$ cat config.mk
export PLATFORM = sky130hd
export DESIGN_NAME = timer_unit
export DESIGN_NICKNAME = d
export VERILOG_FILES = /design/src/rtl/timer_unit.sv
export SDC_FILE = /design/constraint.sdc
export NUM_CORES = 1
export LEC_CHECK = 0
export CORE_UTILIZATION = 45
export DETAILED_ROUTE_END_ITERATION = 10
export PLACE_DENSITY = 0.79
export SETUP_SLACK_MARGIN = 0.02
export SYNTH_ARGS = -nofsm -noshare
export SYNTH_HDL_FRONTEND = slang
export SYNTH_SLANG_ARGS = --single-unit
$ cat constraint.sdc
create_clock -name clk_i -period 1.9 [get_ports clk_i]
set_input_delay 0.475 -clock clk_i [delete_from_list [all_inputs] [get_ports clk_i]]
set_output_delay 0.475 -clock clk_i [all_outputs]
set_load 0.05 [all_outputs]
$ cat src/rtl/timer_unit.sv
`default_nettype none
// timer_unit -- Game Boy Color DIV/TIMA/TMA/TAC timer (FF04-FF07), T-cycle accurate
// falling-edge tick detection with the delayed TMA reload and interrupt. Rev 1.0
module timer_unit (
  input  logic       clk_i,
  input  logic       rst_ni,
  input  logic       cs_i,
  input  logic       we_i,
  input  logic [1:0] addr_i,
  input  logic [7:0] wdata_i,
  output logic [7:0] rdata_o,
  output logic       irq_o,
  output logic [7:0] div_o
);

  localparam logic [1:0] ADDR_DIV  = 2'd0;
  localparam logic [1:0] ADDR_TIMA = 2'd1;
  localparam logic [1:0] ADDR_TMA  = 2'd2;
  localparam logic [1:0] ADDR_TAC  = 2'd3;

  localparam logic [1:0] ST_RUN    = 2'd0;
  localparam logic [1:0] ST_DELAY  = 2'd1;
  localparam logic [1:0] ST_RELOAD = 2'd2;

  localparam logic [1:0] DELAY_CYCLES = 2'd3;

  logic [15:0] sysctr;
  logic [15:0] sysctr_next;
  logic [7:0]  tima;
  logic [7:0]  tima_next;
  logic [7:0]  tma;
  logic [7:0]  tma_next;
  logic [2:0]  tac;
  logic [2:0]  tac_next;
  logic [1:0]  state;
  logic [1:0]  state_next;
  logic [1:0]  dcnt;
  logic [1:0]  dcnt_next;
  logic        tick_prev;
  logic        tick_in;
  logic        tick;
  logic        src_bit;
  logic        wr_en;
  logic        wr_div;
  logic        wr_tima;
  logic        wr_tma;
  logic        wr_tac;

  assign wr_en   = cs_i & we_i;
  assign wr_div  = wr_en & (addr_i == ADDR_DIV);
  assign wr_tima = wr_en & (addr_i == ADDR_TIMA);
  assign wr_tma  = wr_en & (addr_i == ADDR_TMA);
  assign wr_tac  = wr_en & (addr_i == ADDR_TAC);

  // Tick detection looks at the post-write counter and TAC so that a DIV or
  // TAC write pulling the selected bit low produces the hardware's extra tick.
  always_comb begin
    sysctr_next = wr_div ? 16'h0000 : sysctr + 16'd1;
    tac_next    = wr_tac ? wdata_i[2:0] : tac;
    tma_next    = wr_tma ? wdata_i : tma;
  end

  always_comb begin
    src_bit = 1'b0;
    case (tac_next[1:0])
      2'b00:   src_bit = sysctr_next[9];
      2'b01:   src_bit = sysctr_next[3];
      2'b10:   src_bit = sysctr_next[5];
      default: src_bit = sysctr_next[7];
    endcase
  end

  assign tick_in = tac_next[2] & src_bit;
  assign tick    = tick_prev & ~tick_in;

  always_ff @(posedge clk_i or negedge rst_ni) begin
    if (!rst_ni) begin
      sysctr    <= 16'h0000;
      tac       <= 3'b000;
      tma       <= 8'h00;
      tick_prev <= 1'b0;
    end else begin
      sysctr    <= sysctr_next;
      tac       <= tac_next;
      tma       <= tma_next;
      tick_prev <= tick_in;
    end
  end

  // State register (TIMA lives here since every state decides its next value)
  always_ff @(posedge clk_i or negedge rst_ni) begin
    if (!rst_ni) begin
      state <= ST_RUN;
      dcnt  <= 2'd0;
      tima  <= 8'h00;
    end else begin
      state <= state_next;
      dcnt  <= dcnt_next;
      tima  <= tima_next;
    end
  end

  always_comb begin
    state_next = state;
    dcnt_next  = dcnt;
    tima_next  = tima;
    case (state)
      ST_RUN: begin
        if (wr_tima) begin
          tima_next = wdata_i;
        end else if (tick) begin
          if (tima == 8'hFF) begin
            tima_next  = 8'h00;
            state_next = ST_DELAY;
            dcnt_next  = DELAY_CYCLES;
          end else begin
            tima_next = tima + 8'd1;
          end
        end
      end
      ST_DELAY: begin
        if (wr_tima) begin
          tima_next  = wdata_i;
          state_next = ST_RUN;
          dcnt_next  = 2'd0;
        end else if (dcnt == 2'd0) begin
          tima_next  = tma_next;
          state_next = ST_RELOAD;
        end else begin
          dcnt_next = dcnt - 2'd1;
        end
      end
      ST_RELOAD: begin
        // TIMA keeps tracking TMA for this cycle so a late TMA write lands in TIMA.
        tima_next  = tma_next;
        state_next = ST_RUN;
      end
      default: begin
        state_next = ST_RUN;
        dcnt_next  = 2'd0;
      end
    endcase
  end

  always_comb begin
    irq_o = (state == ST_RELOAD);
    div_o = sysctr[15:8];
    case (addr_i)
      ADDR_DIV:  rdata_o = sysctr[15:8];
      ADDR_TIMA: rdata_o = tima;
      ADDR_TMA:  rdata_o = tma;
      default:   rdata_o = {5'b11111, tac};
    endcase
  end

endmodule
`default_nettype wire

-- Word-level counts from Yosys, hierarchy flattened
Cells that the tools add are included.
- register bits after elaboration: 40
- output and inout port bits: 17
- logic and storage cells: 64
- input bits: 14
- multiplexer cells: 23
- bitwise logic cells: 9
- equality and inequality tests: 14
- reductions and logical operators: 8
- add/subtract/negate cells: 3
- operators by type and width (cell ; count):
    8-bit two-way mux ; 6
    8-bit case mux with 3 select lines ; 2
    2-bit two-way mux ; 10
    16-bit by 1-bit adder with 16-bit output, second input constant ; 1
    16-bit two-way mux ; 1
    3-bit inequality test, second input constant ; 3
    8-bit by 1-bit adder with 8-bit output, second input constant ; 1
    2-bit == test, second input constant ; 4
    8-bit == test, second input constant ; 1
    2-bit zero test ; 4
    1-bit AND ; 7
    2-bit by 1-bit == test with 1-bit output, second input constant ; 3
    2-bit inequality test, second input constant ; 3
    2-bit case mux with 3 select lines ; 1
    5-bit AND reduction ; 1
    2-bit case mux with 2 select lines ; 1
    4-bit AND reduction ; 1
    3-bit two-way mux ; 1
    1-bit case mux with 3 select lines ; 1
    3-bit AND reduction ; 1
    3-bit nonzero test ; 1
    1-bit inverter ; 2
    2-bit by 1-bit subtractor with 2-bit output, second input constant ; 1

-- Logic depth before layout (Yosys ltp)
- depth after elaboration: 11
- mapped depth: 8
- depth with buffers taken out: 8

-- Least setup slack after synthesis
Ideal clock, no wire load.
- path kind: input to register
- from: input addr_i[1]
- to: register tima[0]
- path buffers: 1
- arrival time: 2.118 ns
- setup time: 0.125 ns
- required time: 1.775 ns
- stages: 6
- path slack: -0.344 ns
- path through: and4bb_1 -> or4_4 -> a31oi_4 -> o32a_1 -> buf_4 -> mux2_4
- longest elaborated chain between the ends: 10
- elaborated cells between the ends (all ways): 25
- classes of those cells: eq/ne: 7; mux: 8; bitwise: 7; reduce/logical: 3
- ends and longest elaborated chain (item ; RTL line ; RTL):
    start, declared ; 9 ; input logic [1:0] addr_i,
    2-bit == test ; 53 ; assign wr_tac = wr_en & (addr_i == ADDR_TAC);
    1-bit AND ; 53 ;
    3-bit two-way mux ; 59 ; tac_next = wr_tac ? wdata_i[2:0] : tac;
    2-bit == test (tied with other cells) ; 65 ; case (tac_next[1:0])
    1-bit case mux with 3 select lines ; 65 ;
    1-bit AND ; 73 ; assign tick_in = tac_next[2] & src_bit;
    1-bit inverter ; 74 ; assign tick = tick_prev & ~tick_in;
    1-bit AND ; 74 ;
    3-bit inequality test (no line) ; - ;
    3-bit AND reduction (no line) ; - ;
    end signal, assigned ; 99 ; tima <= tima_next;
    end, declared ; 29 ; logic [7:0] tima;
Several ways; a longest one is shown, not always the timed one. The select of a mux whose other input is x is not followed.
A chain may end at the register's enable or synchronous reset.

-- Worst setup path in the final report
- from: register tima[0]
- to: register state[1]
- longest elaborated chain between the ends: 3
- ends and longest elaborated chain (item ; RTL line ; RTL):
    8-bit == test ; 112 ; if (tima == 8'hFF) begin
    2-bit inequality test (no line) ; - ;
    4-bit AND reduction (no line) ; - ;
    end signal, assigned ; 97 ; state <= state_next;
    end, declared ; 35 ; logic [1:0] state;
No other way between the ends.

==> impl_metrics.yaml <==
synth:
  synthAdderAreaFrac_pct: 3.52
  ys_types: 55
  syn_inst: 247
  yosys.area_share.xor_xnor_pct: 2.82
  synth_top_family_by_area: "simple AND/OR/NAND/NOR gates"
  yosysTopAreaCellShare_pct: 40.2
  synth_top_cell_by_area: "dfrtp_1"
  synth_mux_area_share_pct: 12.3
  synth-simple-area-share_pct: 18.0
  yosysWarningCount: 0
  synth_area_leaders: "dfrtp_1, mux2_2, ha_1"
  synth-edff-count: 0
  syn_avg_cell_area_um2: 10.1
  ys_ff_latch: 40
  syn_nets: 268
  synth_compound_area_share_pct: 17.2
  synth-seq-area-share_pct: 40.2
  async_reset_ff_share_pct: 100
  yosys_most_used_dff: "dfrtp_1"
  synth.cell_area_mm2: 0.00249
global_route:
  antenna_found_initial: 0
  grt_max_degree: 27
  grt-ovfl-total: 0
  grt_pass1_wl_um: 12000
  globalRouteTotalUtil_pct: 26.3
  grt_pass1_vias: 2422
pwr:
  power_density_mw_per_mm2: 1170
  ir_drop_v: 0.000467
  sw_frac_of_total_pct: 38.2
  clockPowerShare_pct: 17.1
  internal_power_uw: 2730
  p_leak_uw: 0.00172
  power_uw: 4410
  p_seq_share_pct: 29.1
  power_frac_comb_pct: 53.8
  power.switching_uw: 1680
sta:
  layout_min_cycle_time_ns: 2.11
  tns_ns: -1.75
  drv_slew: 0
  final-setup-viol-count: 17
  rsz0062_at_grt: "yes"
  tightest_slew_ns: 0.568
  finalClockSkew_ns: 0.00533
  final_hold_viol_count: 0
  slew_headroom_pct: 62.1
  period_share_pct: 111
  fin_hold_ws_ns: 0.159
  fmax_mhz: 473
  layout_setup_ws_ns: -0.214
status:
  outcome: "finished, violations left"
  violations: "negative setup slack"
routing:
  vias: 2517
  ant_nets: 0
  drt_iter0_markers: 169
  routed_via_density: 5.94
  wire_per_inst_um: 17.7
  firstDrtPassIters: 5
  finalWirelength_um: 7510
  drc_errors: 0
critical_path:
  critPathKind: "reg2reg"
  cp_cell_sequence: "ha_1 -> and4_1 -> nand4_1 -> o21ai_0 -> nand2_1 -> or4_4 -> a22oi_2"
  r2r_end: "state[1]"
  cp-start-kind: "register"
  crit_arrival_ns: 2.34
  end_kind: "register"
  critPathSlowestCell: "or4_4"
  critPathRequiredTime_ns: 2.13
  r2r_slack_ns: -0.21
  path_max_fanout: 4
  r2r-start: "tima[0]"
  reg2reg_depth: 7
  slowest_delay_ns: 0.43
cts:
  clk_pin_slew_ns: 0.08
  worst_skew_pair.late_latency_ns: 0.30
  clk_root_buffer_cell: "clkbuf_8"
  h-tree-depth: 2
  cts.sinks: 40
  cts_hold_buf: 0
  cts_made_buffers: 5
  cts_tree: "built"
  cts_buffer_depth: 2
floorplanning:
  die-area_mm2: 0.00583
  fp-row-count: 26
  core_area_mm2: 0.00520
  die_w_um: 76.4
  start_util_pct: 47.8
  io_pins: 31
  die_h_um: 76.4
worst_hold_path:
  worstHoldPathType: "in2async"
layout:
  final_area_mm2: 0.00375
  fillers: 340
  drive_above_1_share_pct: 45.8
  final_nets: 374
  layout_common_cells: "buf_4, dfrtp_1, buf_6"
  diodes: 0
  post-route-util_pct: 72.1
  syn2layout_area_growth_pct: 50.8
  final_common_cell: "buf_4"
place:
  place_area_mm2: 0.00325
  place.detailed.hpwl_um: 5130
  gp_congestion: 0.899
  io_buffers: 30
flow_run:
  max_cap_viol_count: 0
kinds of logic after synthesis:
group                      Yosys count
adders and majority gates            7
and+or+nand+nor                     80
muxes                               24
DFF                                 40
xor gates and xnor gates             8
buffers and inverters               30
AOI/OAI and AO/OA                   58
Yosys cell counts, types with 3 or more instances:
library cell / instances
dfrtp_1: 40
inv_1: 17
nand2_1: 17
a21oi_1: 14
mux2_2: 14
nor2_1: 14
buf_4: 9
nand3_1: 8
nor3_1: 8
o21ai_0: 8
ha_1: 7
or3_1: 6
mux2i_1: 5
nand4_1: 5
o22a_1: 5
o211ai_1: 4
xnor2_1: 4
xor2_1: 4
a221oi_1: 3
a222oi_1: 3
a22oi_1: 3
and3_1: 3
mux4_2: 3
o21a_1: 3
metrics by stage:
stage / std cells / worst slack, ns
2_1_floorplan: 247 / -0.227
3_3_place_gp: 399 / -0.791
3_5_place_dp: 399 / -0.942
4_1_cts: 420 / -0.147
5_1_grt: 424 / -0.307
6_report: 424 / -0.214
per-layer routing:
metal,global-route usage (%),share of wire [%],vias up
li1,-,-,1141
met5,0,0,-
met3,4.79,6.7,22
met1,34.0,41,1213
met4,10.0,3.1,0
met2,43.8,50,141
repair_timing:
action / in CTS / in global routing
gates cloned: 0 / 0
resized for setup: 64 / 17
setup endpoints to repair: 22 / 26
setup buffers: 13 / 5
pin swaps: 9 / 14
how the worst max path moves through the flow:
stage | slack [ns] | from | to
detailed placement | -0.94 | addr_i[1] | state[1]
floorplan | -0.23 | addr_i[1] | tima[0]
finish | -0.21 | tima[0] | state[1]
CTS | -0.15 | sysctr[1] | tima[6]
global route | -0.31 | sysctr[0] | state[1]
global placement | -0.79 | addr_i[1] | state[1]
critical path, delay by kind of cell (launching register included):
kind                       cells  cell delay, ns
AOI/OAI and AO/OA              2            0.41
adders and majority gates      1            0.20
and+or+nand+nor                4            1.04
DFF                            1            0.39
power by group through the flow:
| stage | combinational (uW) | sequential [uW] | clock [uW] |
|---|---|---|---|
| 4_1_cts | 2170 | 1270 | 755 |
| 2_1_floorplan | 1110 | 1260 | 0 |
| 3_3_place_gp | 1840 | 1270 | 0 |
| 5_1_grt | 2510 | 1310 | 792 |
| 3_5_place_dp | 1900 | 1280 | 0 |
| 6_report | 2370 | 1280 | 752 |
area by class of cell:
cell class / instances / area (um2) / area share, %
Clock buffer: 6 / 82.6 / 2.20
Timing Repair Buffer: 111 / 977 / 26.0
Tap cell: 70 / 87.6 / 2.33
Sequential cell: 40 / 1000 / 26.7
Clock inverter: 2 / 38.8 / 1.03
Inverter: 18 / 67.6 / 1.80
Multi-Input combinational cell: 177 / 1500 / 39.9
flip-flops by register name (all words and copies together) (netlist names):
name / count
state: 2
tick_prev: 1
tma: 8
sysctr: 16
tima: 8
dcnt: 2
tac: 3
(Power assumes the default switching activity.)
